<file path="config.mk">
export PLATFORM = sky130hd
export DESIGN_NAME = rf_wb_arbiter
export DESIGN_NICKNAME = d
export VERILOG_FILES = /design/src/rtl/rf_pkg.sv /design/src/rtl/rf_wb_queue.sv /design/src/rtl/rf_wb_arbiter.sv
export SDC_FILE = /design/constraint.sdc
export NUM_CORES = 1
export LEC_CHECK = 0
export BUFFER_PORTS_ARGS = -buffer_cell sky130_fd_sc_hd__buf_2
export CORE_ASPECT_RATIO = 1.5
export CORE_MARGIN = 2
export CORE_UTILIZATION = 35
export DETAILED_ROUTE_END_ITERATION = 10
export SLEW_MARGIN = 20
export SYNTH_ARGS = -nofsm -noshare
export SYNTH_HDL_FRONTEND = slang
export SYNTH_HIERARCHICAL = 1
export SYNTH_SLANG_ARGS = --single-unit
</file>
<file path="constraint.sdc">
create_clock -name clk -period 2.5 [get_ports clk]
set_input_delay 0.5 -clock clk [delete_from_list [all_inputs] [get_ports clk]]
set_output_delay 0.5 -clock clk [all_outputs]
set_load 0.01 [all_outputs]
</file>
<file path="src/rtl/rf_pkg.sv">
// Shared register-file writeback types: address/data widths and the queued
// writeback entry used by the arbiter, reg_file and the hazard unit.
package rf_pkg;

  localparam int REG_ADDR_W = 5;
  localparam int DATA_W     = 32;
  localparam logic [REG_ADDR_W-1:0] REG_ZERO = 5'd0;

  typedef struct packed {
    logic [REG_ADDR_W-1:0] wr;
    logic [DATA_W-1:0]     wd;
    logic                  live;
  } wb_entry_t;

  typedef enum logic [1:0] {
    GRANT_NONE,
    GRANT_A,
    GRANT_B
  } grant_t;

  // True when a write to wr would actually land on register addr (r0 is never written).
  function automatic logic targets(input logic [REG_ADDR_W-1:0] wr,
                                   input logic [REG_ADDR_W-1:0] addr);
    return (wr == addr) && (wr != REG_ZERO);
  endfunction

endpackage

</file>
<file path="src/rtl/rf_wb_queue.sv">
// FIFO of pending long-latency writebacks. Each entry carries a live bit that
// a younger in-order write to the same register can clear (WAW kill); the
// pend outputs tell the hazard unit which snooped read addresses are still
// waiting on a queued write.
module rf_wb_queue
  import rf_pkg::*;
#(
  parameter int DEPTH = 4
) (
  input  logic                    clk,
  input  logic                    reset,
  input  logic                    enq,
  input  logic [REG_ADDR_W-1:0]   enq_wr,
  input  logic [DATA_W-1:0]       enq_wd,
  input  logic                    deq,
  input  logic                    kill,
  input  logic [REG_ADDR_W-1:0]   kill_wr,
  input  logic [REG_ADDR_W-1:0]   pr1,
  input  logic [REG_ADDR_W-1:0]   pr2,
  output wb_entry_t               head,
  output logic                    empty,
  output logic                    full,
  output logic [$clog2(DEPTH):0]  count,
  output logic                    pend1,
  output logic                    pend2
);

  localparam int PTR_W = $clog2(DEPTH);
  localparam int CNT_W = PTR_W + 1;

  logic [PTR_W-1:0]      wr_ptr;
  logic [PTR_W-1:0]      rd_ptr;
  logic [CNT_W-1:0]      cnt;
  logic [REG_ADDR_W-1:0] wr_mem [DEPTH];
  logic [DATA_W-1:0]     wd_mem [DEPTH];
  logic [DEPTH-1:0]      live_q;

  // Pointer and occupancy tracking; pointers wrap naturally since DEPTH is a power of two.
  // NOTE: sequential state is assigned with <= so every flop samples pre-edge values.
  always_ff @(posedge clk or posedge reset) begin
    if (reset) begin
      wr_ptr <= '0;
      rd_ptr <= '0;
      cnt    <= '0;
    end else begin
      if (enq) wr_ptr <= wr_ptr + 1'b1;
      if (deq) rd_ptr <= rd_ptr + 1'b1;
      case ({enq, deq})
        2'b10:   cnt <= cnt + 1'b1;
        2'b01:   cnt <= cnt - 1'b1;
        default: cnt <= cnt;
      endcase
    end
  end

  // Entry payload storage.
  // NOTE: payload arrays have no reset; an entry is only meaningful while its live bit is set.
  always_ff @(posedge clk) begin
    if (enq) begin
      wr_mem[wr_ptr] <= enq_wr;
      wd_mem[wr_ptr] <= enq_wd;
    end
  end

  // Live bits: killed by a matching in-order write, cleared on dequeue, set on enqueue.
  // The enqueue assignment comes last so a same-cycle younger entry survives the kill.
  always_ff @(posedge clk or posedge reset) begin
    if (reset) begin
      live_q <= '0;
    end else begin
      for (int i = 0; i < DEPTH; i++) begin
        if (kill && (wr_mem[i] == kill_wr)) live_q[i] <= 1'b0;
      end
      if (deq) live_q[rd_ptr] <= 1'b0;
      if (enq) live_q[wr_ptr] <= 1'b1;
    end
  end

  assign head  = '{wr: wr_mem[rd_ptr], wd: wd_mem[rd_ptr], live: live_q[rd_ptr]};
  assign count = cnt;
  assign empty = (cnt == '0);
  assign full  = (cnt == CNT_W'(DEPTH));

  // Match trees: any live queued entry that will write a snooped read address.
  // NOTE: outputs get a default before the loop so no latch is inferred.
  always_comb begin
    pend1 = 1'b0;
    pend2 = 1'b0;
    for (int i = 0; i < DEPTH; i++) begin
      if (live_q[i] && targets(wr_mem[i], pr1)) pend1 = 1'b1;
      if (live_q[i] && targets(wr_mem[i], pr2)) pend2 = 1'b1;
    end
  end

endmodule

</file>
<file path="src/rtl/rf_wb_arbiter.sv">
// Shares the register-file write port between the in-order writeback (A) and
// a queued long-latency return path (B). A has priority until B's head has
// been passed over STARVE_LIMIT times in a row, then B gets one forced slot.
module rf_wb_arbiter
  import rf_pkg::*;
#(
  parameter int DEPTH        = 4,
  parameter int STARVE_LIMIT = 4
) (
  input  logic                    clk,
  input  logic                    reset,
  input  logic                    a_valid,
  output logic                    a_ready,
  input  logic [REG_ADDR_W-1:0]   a_wr,
  input  logic [DATA_W-1:0]       a_wd,
  input  logic                    b_valid,
  output logic                    b_ready,
  input  logic [REG_ADDR_W-1:0]   b_wr,
  input  logic [DATA_W-1:0]       b_wd,
  input  logic [REG_ADDR_W-1:0]   PR1,
  input  logic [REG_ADDR_W-1:0]   PR2,
  output logic                    pend1,
  output logic                    pend2,
  output logic                    rf_write,
  output logic [REG_ADDR_W-1:0]   rf_wr,
  output logic [DATA_W-1:0]       rf_wd,
  output logic [$clog2(DEPTH):0]  q_count
);

  localparam int SC_W = $clog2(STARVE_LIMIT + 1);
  localparam logic [SC_W-1:0] STARVE_MAX = SC_W'(STARVE_LIMIT);

  logic      [SC_W-1:0] starve_cnt;
  logic                 q_empty;
  logic                 q_full;
  logic                 forced;
  logic                 enq;
  logic                 kill;
  wb_entry_t            head;
  grant_t               grant;

  assign forced  = !q_empty && (starve_cnt == STARVE_MAX);
  assign a_ready = !forced;
  assign b_ready = !q_full;
  assign enq     = b_valid && b_ready;
  assign kill    = (grant == GRANT_A) && (a_wr != REG_ZERO);

  // At most one grant per cycle: A when it is ready, otherwise the queue head.
  always_comb begin
    grant = GRANT_NONE;
    if (a_valid && a_ready) grant = GRANT_A;
    else if (!q_empty)      grant = GRANT_B;
  end

  rf_wb_queue #(.DEPTH(DEPTH)) u_queue (
    .clk     (clk),
    .reset   (reset),
    .enq     (enq),
    .enq_wr  (b_wr),
    .enq_wd  (b_wd),
    .deq     (grant == GRANT_B),
    .kill    (kill),
    .kill_wr (a_wr),
    .pr1     (PR1),
    .pr2     (PR2),
    .head    (head),
    .empty   (q_empty),
    .full    (q_full),
    .count   (q_count),
    .pend1   (pend1),
    .pend2   (pend2)
  );

  // Starvation counter: counts A wins over a waiting head, saturating; any dequeue or empty queue clears it.
  always_ff @(posedge clk or posedge reset) begin
    if (reset) begin
      starve_cnt <= '0;
    end else if ((grant == GRANT_A) && !q_empty) begin
      if (starve_cnt != STARVE_MAX) starve_cnt <= starve_cnt + 1'b1;
    end else begin
      starve_cnt <= '0;
    end
  end

  // Write-port register: the granted item drives reg_file next cycle unless it targets r0 or was killed.
  always_ff @(posedge clk or posedge reset) begin
    if (reset) begin
      rf_write <= 1'b0;
      rf_wr    <= '0;
      rf_wd    <= '0;
    end else begin
      case (grant)
        GRANT_A: begin
          rf_write <= (a_wr != REG_ZERO);
          rf_wr    <= a_wr;
          rf_wd    <= a_wd;
        end
        GRANT_B: begin
          rf_write <= head.live && (head.wr != REG_ZERO);
          rf_wr    <= head.wr;
          rf_wd    <= head.wd;
        end
        default: rf_write <= 1'b0;
      endcase
    end
  end

endmodule

</file>
# --- Yosys cells after proc, flatten, opt, wreduce, memory -nomap -nowiden ---
# Memory sizes are Yosys's and may differ from the RTL's.
# Index checks and enable logic that the tools add are counted.
op_classes:
  n_addsub: 5
  n_lt_le_gt_ge: 4
  n_eq_ne: 20
  n_mux: 30
  bitwise_logic: 3
  reduce_logical: 40
op_table:
  columns: ["op", "n"]
  rows:
  - ["32-bit one-hot mux with 2 select lines", 1]
  - ["5-bit == test", 12]
  - ["5-bit nonzero test", 6]
  - ["1-bit logical AND", 28]
  - ["1-bit two-way mux", 17]
  - ["5-bit one-hot mux with 2 select lines", 1]
  - ["4-bit two-way mux", 2]
  - ["3-bit by 1-bit adder with 3-bit output, second input constant", 2]
  - ["3-bit == test, second input constant", 2]
  - ["2-bit by 3-bit less-than comparator with 1-bit output, second input constant", 2]
  - ["3-bit two-way mux", 2]
  - ["3-bit one-hot mux with 2 select lines", 1]
  - ["2-bit by 1-bit adder with 2-bit output, second input constant", 2]
  - ["4-bit AND", 1]
  - ["1-bit demux with 2-bit select", 2]
  - ["2-bit by 1-bit == test with 1-bit output, second input constant", 2]
  - ["2-bit == test, second input constant", 2]
  - ["2-bit by 1-bit >= comparator with 1-bit output, second input constant", 2]
  - ["2-bit two-way mux", 2]
  - ["4-bit inverter", 1]
  - ["4-bit bitwise OR", 1]
  - ["2-bit nonzero test", 2]
  - ["1-bit logical NOT", 3]
  - ["3-bit logical NOT", 1]
  - ["other kinds (5)", 5]
word_totals:
  reg_bits: 52
  ramBits: 148
  input_bits: 88
  output_inout_bits: 45
  word_cells: 112
  memories: 2
memory_table:
  columns: ["memory", "words", "width", "rd", "rd_clocked_by_memory_dff", "wr", "line_no", "text"]
  rows:
  - ["u_queue.wd_mem", 4, 32, 1, 0, 1, "rf_wb_queue.sv:35", "logic [DATA_W-1:0] wd_mem [DEPTH];"]
  - ["u_queue.wr_mem", 4, 5, 5, 0, 1, "rf_wb_queue.sv:34", "logic [REG_ADDR_W-1:0] wr_mem [DEPTH];"]

# --- Depth between registers and ports, before layout ---
# Gate-level depths: netlist (run 1).
depth:
  depth_word: 14
  depth_mapped: 10

# --- By module ---
# Netlist (run 1), hierarchy kept.
modules_own_cells:
  columns: ["module", "n_inst", "cells_per_inst", "area_each_um2"]
  rows:
  - ["rf_wb_queue", 1, 350, 6701.4]
  - ["rf_wb_arbiter", 1, 148, 2249.7]

# --- Least setup slack after synthesis (run 1) ---
# No wires, ideal clock.
synth_path:
  path_type: "flip-flop to flip-flop"
  from: "reg u_queue.cnt[0] (netlist: u_queue/count[0])"
  to: "mem u_queue.wd_mem[0][0] (enable)"
  setup_time_ns: 0.399
  arrival_time_ns: 1.951
  t_required_ns: 2.101
  slack_ns: 0.150
  path_stages_with_launch: 5
  n_path_buf: 0
  period_less_slack_ns: 2.350
  path_cell_list: "dfrtp_1 > inv_1 > and3_1 > nor2b_1 > and2_1"
synth_between:
  elab_chain_len: 5
synth_lines:
  columns: ["item", "line_no", "text"]
  rows:
  - ["from (decl)", "rf_wb_queue.sv:33", "logic [CNT_W-1:0] cnt;"]
  - ["from (signal assigned)", "rf_wb_queue.sv:49", "2'b10: cnt <= cnt + 1'b1;"]
  - ["from (signal assigned)", "rf_wb_queue.sv:50", "2'b01: cnt <= cnt - 1'b1;"]
  - ["from (signal assigned)", "rf_wb_queue.sv:51", "default: cnt <= cnt;"]
  - ["3-bit == test", "rf_wb_queue.sv:82", "assign full = (cnt == CNT_W'(DEPTH));"]
  - ["net q_full", "rf_wb_arbiter.sv:35", "logic q_full;"]
  - ["1-bit logical NOT", "rf_wb_arbiter.sv:44", "assign b_ready = !q_full;"]
  - ["1-bit logical AND", "rf_wb_arbiter.sv:45", "assign enq = b_valid && b_ready;"]
  - ["net enq", "rf_wb_arbiter.sv:37", "logic enq;"]
  - ["1-bit two-way mux", "rf_wb_queue.sv:59", "if (enq) begin"]
  - ["1-bit two-way mux (implied by the code)", "rf_wb_queue.sv:61", "wd_mem[wr_ptr] <= enq_wd;"]
  - ["to (decl)", "rf_wb_queue.sv:35", null]
# The timed path passes the listed nets, and every way through them passes these cells.

==> run_results.csv, run 1 <==
group,metric,value,unit
synth,yosysUniqueCellTypes,38,
synth,yosysWarnings,6,
timing,fin_crit,2730,ps
setup_path,cp_slowest_stage_delay,560,ps
synth,synth.avg_cell_area,18.0,um^2
placement,gp_congestion,0.904,
timing,slew_violations,0,
synth,syn_nets,598,
timing,setup_viol,2,
pwr,peakVddDrop,0.000604,V
die,dieArea,0.0269,mm^2
die,die_y,200,um
die,initial_core_util,35.6,%
clock_tree,cts_hold_buf,0,
synth,ys_seq_area_share,64.2,%
setup_path,critPathArrivalTime,2230,ps
finish,final-seq-area,0.00575,mm^2
die,io_pins,133,
pwr,power_density,1110,mW/mm^2
die,core,0.0251,mm^2
grt,grt_remaining_overflow,0,
finish,antenna_cells,0,
synth,syn_area,0.00895,mm^2
routing,drc,0,
placement,pre_cts_ws,110,ps
grt,grt_pass1_wl,31.2,mm
min_path,hp-class,"in2async",
routing,initialDrtViolationCount,231,
grt,grt_max_degree,42,
synth,synth_seq_cells,200,
clock_tree,clkSlewWorstSetupHoldPaths,70,ps
routing,routed_wl,20.9,mm
die,die_w,135,um
finish,multi_input_area,0.00304,mm^2
clock_tree,cts_buffer_depth,2,
timing,setup_ws,-225,ps
pwr,leakagePower,4.20,nW
finish,final_nets,764,
placement,port-buffer-count,132,
clock_tree,cts_tree,"yes",
grt,grt_usage,16.0,%
timing,clock.fmax,0.367,GHz
finish,drive_gt1_share,45.5,%
timing,rsz0062_at_grt,"true",
setup_path,cp-start-kind,"register",
routing,wire_per_inst,20.8,um
finish,area_delta_synth_final,22.4,%
placement,dp_hpwl,15.0,mm
synth,synth_cells,498,
timing,slew_headroom,42.6,%
setup_path,endpoint_kind,"primary output",
die,rows,71,
outcome,violations,"negative setup slack",
routing,vias,4909,
clock_tree,clock_latency,440,ps
routing,via_per_inst,4.88,
flow_run,max_cap_viol_count,0,
setup_path,cp_cell_sequence,"or4_4 -> nor2_4 -> nor4_1 -> or4_1 -> buf_2",
finish,fillers,2251,
setup_path,crit_fanout,2,
timing,worst_slew_pin_slew,861,ps
setup_path,critical_path_class,"reg2out",
setup_path,slowest_stage,"or4_4",
outcome,status,"complete, but fails checks",
timing,finalHoldViolations,0,
clock_tree,cts_buffers,17,
pwr,total_power,0.0121,W
routing,first_pass_iters,4,
routing,ant_nets,0,
setup_path,worstPathRequired,2000,ps
grt,grt_pass1_vias,5335,
clock_tree,htree_levels,4,
grt,antenna_found_initial,0,
timing,finClkSkew,12.9,ps
timing,fin_crit_sh,109,%
clock_tree,clock-root-buffer,"clkbuf_16",
clock_tree,cts.sinks,200,
==> final cells by class <==
cell class	count	share of cell area (%)
sequential	200	52.5
multi-input combinational	261	27.8
timing repair buffer	171	9.85
clock buffer	22	4.42
tap	328	3.75
clock inverter	10	1.29
inverter	13	0.457
==> path summary, 6_finish.rpt <==
| path | from | endpoint | slack (ps) | cells past startpoint |
|---|---|---|---|---|
| setup / recovery | u_queue/wr_mem[1][0]$_DFFE_PP_ | pend1 | -230 | 5 |
| hold / removal | reset | u_queue/count[0]$_DFFE_PP0P_ | 100 | 2 |
| setup reg to reg | starve_cnt[0]$_DFFE_PP0P_ | u_queue/count[2]$_DFFE_PP0P_ | 300 | 10 |
| hold reg to reg | starve_cnt[0]$_DFFE_PP0P_ | starve_cnt[0]$_DFFE_PP0P_ | 470 | 1 |
| max in group asynchronous | reset | rf_wd[0]$_DFFE_PP0P_ | 1760 | 2 |
| min in group clk | b_wd[2] | u_queue/wd_mem[3][2]$_DFFE_PP_ | 270 | 1 |
==> layout by cell type, fill, tap and decap left out, types with 2 or more instances in the layout <==
cell / netlist / final
and2_2: 0 / 4
nand4_1: 8 / 8
mux4_2: 37 / 37
or4_1: 7 / 4
edfxtp_1: 148 / 148
mux2_4: 35 / 35
xor2_1: 36 / 36
mux2_1: 26 / 26
nand2_1: 8 / 8
clkbuf_16: 0 / 17
xnor2_1: 30 / 30
or4_4: 0 / 3
nand3_1: 4 / 4
dfrtp_2: 0 / 2
bufinv_16: 0 / 3
a21oi_1: 2 / 2
mux2_2: 13 / 13
clkinv_2: 0 / 3
ha_1: 11 / 11
clkinvlp_4: 0 / 2
inv_1: 13 / 12
clkinv_4: 0 / 2
nor2_1: 7 / 4
dfrtp_1: 52 / 50
clkbuf_8: 2 / 4
nor3_1: 4 / 3
a31o_2: 4 / 4
o21ai_0: 2 / 2
buf_2: 4 / 132
buf_4: 2 / 29
nor2_4: 0 / 3
buf_12: 0 / 10
nor4_1: 12 / 12
==> flip-flops by register name, summed over array words and instances, names as in the netlist <==
name            count
u_queue/live_q      4
u_queue/wr_mem     20
u_queue/wr_ptr      2
rf_wd              32
rf_write            1
rf_wr               5
starve_cnt          3
u_queue/rd_ptr      2
u_queue/wd_mem    128
u_queue/count       3
==> synth_stat cells (all sizes together) <==
library cell | instances | area, um^2
edfxtp | 148 | 4440
mux2 | 74 | 965
dfrtp | 52 | 1300
mux4 | 38 | 860
xor2 | 36 | 315
xnor2 | 30 | 263
buf | 17 | 114
inv | 13 | 48.8
nor4 | 12 | 75.1
ha | 11 | 138
nand2 | 9 | 41.3
nand4 | 8 | 50.1
nor2 | 8 | 32.5
clkbuf | 7 | 46.3
or4 | 7 | 52.6
a31o | 4 | 35.0
and2 | 4 | 25.0
nand3 | 4 | 20.0
nor3 | 4 | 20.0
a21oi | 2 | 10.0
o21ai | 2 | 10.0
and3 | 1 | 6.26
fa | 1 | 20.0
mux2i | 1 | 10.0
nand2b | 1 | 6.26
nand3b | 1 | 20.0
nor2b | 1 | 6.26
nor3b | 1 | 7.51
o2bb2ai | 1 | 8.76
==> where the power goes <==
group	internal, W	switching [W]
Combinational	0.00229	0.00203
Sequential	0.00450	0.000454
Clock	0.00168	0.00118
==> routing by layer <==
| layer | global-route usage [%] | routed length, um |
|---|---|---|
| met5 | 0 | 0 |
| met4 | 6.71 | 518 |
| met3 | 2.63 | 695 |
| met2 | 30.7 | 12000 |
| met1 | 17.3 | 7730 |
==> through the flow <==
step	instance area [um^2]	hold WS [ps]	setup TNS (ps)	utilization (%)	std cells
after floorplan	8950	352	0	-	498
after global placement	10300	456	0	40.8	968
after detailed placement	10300	468	0	40.8	968
after CTS	10900	101	-554	43.5	1004
after global routing	11000	136	-576	43.6	1005
final	11000	103	-446	43.6	1005
==> what timing repair did <==
action,CTS,global route
gates resized for setup,4,5
endpoints found under the setup margin,2,2
setup buffers,4,1
pin swaps,9,3
==> logic make-up (layout without fill, tap and decap cells) <==
family                     after synthesis  count (layout)  synth area share (%)
and+or+nand+nor                         61              61                  4.05
muxes                                  113             113                  20.5
AOI/OAI and AO/OA                        9               9                 0.713
buffers and inverters                   37             216                  2.33
adders and majority gates               12              12                  1.76
xor gates and xnor gates                66              66                  6.46
DFF                                    200             200                  64.2
==> worst max-delay path, delay by kind of cell (launching register included) <==
family                 cells  cell delay (ps)
buffers and inverters      1              160
DFF                        1              380
and+or+nand+nor            4             1260
Power figures use the tool's default switching activity.
==> run 2: changes to the inputs <==
--- a/config.mk
+++ b/config.mk
@@ -5,11 +5,12 @@
 export SDC_FILE = /design/constraint.sdc
 export NUM_CORES = 1
 export LEC_CHECK = 0
-export BUFFER_PORTS_ARGS = -buffer_cell sky130_fd_sc_hd__buf_2
+export ABC_AREA = 1
 export CORE_ASPECT_RATIO = 1.5
 export CORE_MARGIN = 2
 export CORE_UTILIZATION = 35
 export DETAILED_ROUTE_END_ITERATION = 10
+export DONT_BUFFER_PORTS = 1
 export SLEW_MARGIN = 20
 export SYNTH_ARGS = -nofsm -noshare
 export SYNTH_HDL_FRONTEND = slang
==> run_results.csv, run 2 <==
group,metric,value,unit
outcome,status,"finished, final reports clean",
finish,largest_reg_flops,128,
grt,grt_remaining_overflow,0,
routing,drc,0,
die,initial_core_util,35.6,%
grt,grt_pass1_vias,6896,
pwr,power_density,1120,mW/mm^2
timing,rsz0062_at_grt,"false",
placement,dp_hpwl,16.4,mm
finish,antenna_cells,0,
synth,syn_area,0.00913,mm^2
finish,post-route-util,39.3,%
finish,area_delta_synth_final,10.6,%
routing,ant_nets,0,
synth,async_reset_ff_share,26.0,%
routing,first_pass_iters,5,
setup_path,r2r-end,"u_queue/count[2]$_DFFE_PP0P_",
setup_path,crit_fanout,38,
die,core,0.0257,mm^2
synth,yosysWarnings,6,
finish,drive_gt1_share,6.43,%
synth,synth_cells,937,
clock_tree,clkSlewWorstSetupHoldPaths,70,ps
timing,fin_tns_setup,0,ps
clock_tree,htree_levels,4,
timing,slew_violations,0,
die,die_w,136,um
routing,wire_per_inst,19.4,um
finish,top_register,"u_queue/wd_mem",
clock_tree,cts_tree,"yes",
grt,grt_pass1_wl,37.8,mm
pwr,peakVddDrop,0.000714,V
setup_path,critPathArrivalTime,1820,ps
routing,via_per_inst,5.18,
routing,vias,6646,
finish,final_nets,1037,
setup_path,cp-start-kind,"register",
synth,synth_edf_count,148,
setup_path,r2r_cells,9,
clock_tree,cts.sinks,200,
routing,routed_wl,24.8,mm
clock_tree,cts_buffer_depth,2,
pwr,leakagePower,4.03,nW
synth,yosysTopAreaCell,"edfxtp_1",
timing,setup_ws,178,ps
placement,port-buffer-count,0,
setup_path,endpoint_kind,"primary output",
clock_tree,cts_buffers,17,
synth,synth.avg_cell_area,9.74,um^2
timing,worst_slew_pin_slew,677,ps
synth,netlist_top_cells_count,"247 x nand2_1, 148 x edfxtp_1, 133 x nor2_1",
placement,pre_cts_ws,527,ps
timing,slew_headroom,54.8,%
synth,syn_nets,1037,
synth,yosysUniqueCellTypes,29,
timing,finalHoldViolations,0,
setup_path,worstPathRequired,2000,ps
die,io_pins,133,
timing,clock.fmax,0.431,GHz
finish,reg_top3,"u_queue/wd_mem: 128 flops, rf_wd: 32 flops, u_queue/wr_mem: 20 flops",
grt,grt_max_degree,75,
synth,ys_seq_area_share,62.9,%
setup_path,rrSetupSlack,510,ps
finish,final_cell_mix,"247 x nand2_1, 148 x edfxtp_1, 133 x nor2_1",
synth,synth-main-ff-cell,"edfxtp_1",
setup_path,critical_path_class,"reg2out",
die,dieArea,0.0274,mm^2
min_path,hp-class,"in2async",
die,die_y,202,um
setup_path,r2r-start,"u_queue/count[0]$_DFFE_PP0P_",
timing,setup_viol,0,
flow_run,max_cap_viol_count,0,
clock_tree,clock_latency,440,ps
timing,finClkSkew,9.42,ps
die,rows,72,
synth,synth.most_common_cell,"nand2_1",
finish,final_common_cell,"nand2_1",
routing,initialDrtViolationCount,424,
clock_tree,clock-root-buffer,"clkbuf_16",
placement,gp_congestion,0.934,
grt,grt_usage,18.6,%
synth,synth_seq_cells,200,
timing,fin_crit,2320,ps
synth,yosys.area.top_type_share,48.7,%
synth,netlist_top_cells_area,"edfxtp_1 49%, dfrtp_1 14%, nand2_1 10%",
grt,antenna_found_initial,0,
timing,fin_crit_sh,92.9,%
-- run 2: through the flow --
stage,instances,total power [W],hold slack (ps),cell area [um^2]
CTS,1282,0.0115,27.3,10100
global route,1282,0.0120,60.9,10100
finish,1282,0.0113,30.1,10100
floorplan,937,0.00751,352,9130
detailed placement,1250,0.00866,445,9490
global placement,1250,0.00858,443,9490
-- run 2: cells by family (layout without fill, tap and decap cells) --
family,after synthesis,after routing,synth area share (%)
flip-flops,200,200,62.9
AO/OA/AOI/OAI,144,144,8.50
buffers and inverters,99,111,5.15
XOR/XNOR,6,6,0.576
AND/OR/NAND/NOR,476,476,21.1
adder cells (fa/ha/maj),12,12,1.73
-- run 2: metal layers --
metal / wire length (um) / up-vias / part of all wire, % / global-route usage, %
met5: 0 / - / 0 / 0
met4: 956 / 0 / 3.9 / 9.34
met3: 1470 / 53 / 5.9 / 4.99
met2: 13000 / 191 / 52 / 33.0
met1: 9420 / 3235 / 38 / 20.3
li1: - / 3167 / - / -
-- run 2: how the worst max path moves through the flow --
stage / startpoint / endpoint / slack (ps) / depth (start not counted)
after floorplan: starve_cnt[0]$_DFFE_PP0P_ / u_queue/count[2]$_DFFE_PP0P_ / 380 / 11
after global placement: u_queue/count[0]$_DFFE_PP0P_ / u_queue/count[2]$_DFFE_PP0P_ / 520 / 9
after detailed placement: u_queue/count[0]$_DFFE_PP0P_ / u_queue/count[2]$_DFFE_PP0P_ / 530 / 9
after CTS: u_queue/count[0]$_DFFE_PP0P_ / a_ready / 40 / 5
after global routing: u_queue/wr_mem[0][4]$_DFFE_PP_ / pend2 / 100 / 8
final: u_queue/count[0]$_DFFE_PP0P_ / a_ready / 180 / 5
-- run 2: what timing repair did --
| item | in CTS | in global routing |
|---|---|---|
| resized for setup | 0 | 1 |
| setup endpoints to repair | 0 | 1 |
| hold buffers | 1 | 0 |
| hold endpoints to repair | 11 | 0 |
| setup buffers | 0 | 0 |
-- run 2: report_power, final --
part / internal, W / switching (W)
Combinational: 0.00105 / 0.00234
Clock: 0.00157 / 0.00121
Sequential: 0.00450 / 0.000642
Total: 0.00711 / 0.00420
-- run 2: area by class of cell --
| type | count | area [um^2] |
|---|---|---|
| clock inverter | 12 | 150 |
| fill | 2544 | 15600 |
| sequential | 200 | 5750 |
| tap | 333 | 417 |
| multi-input combinational | 638 | 2920 |
| timing repair buffer | 21 | 201 |
| inverter | 59 | 224 |
| clock buffer | 19 | 433 |
-- run 2: worst max-delay path: stages, from the launching register on --
cell and delay, ps:
dfrtp_1 460, nor3_1 230, buf_4 180, inv_2 60, nand3_2 80, buf_6 350
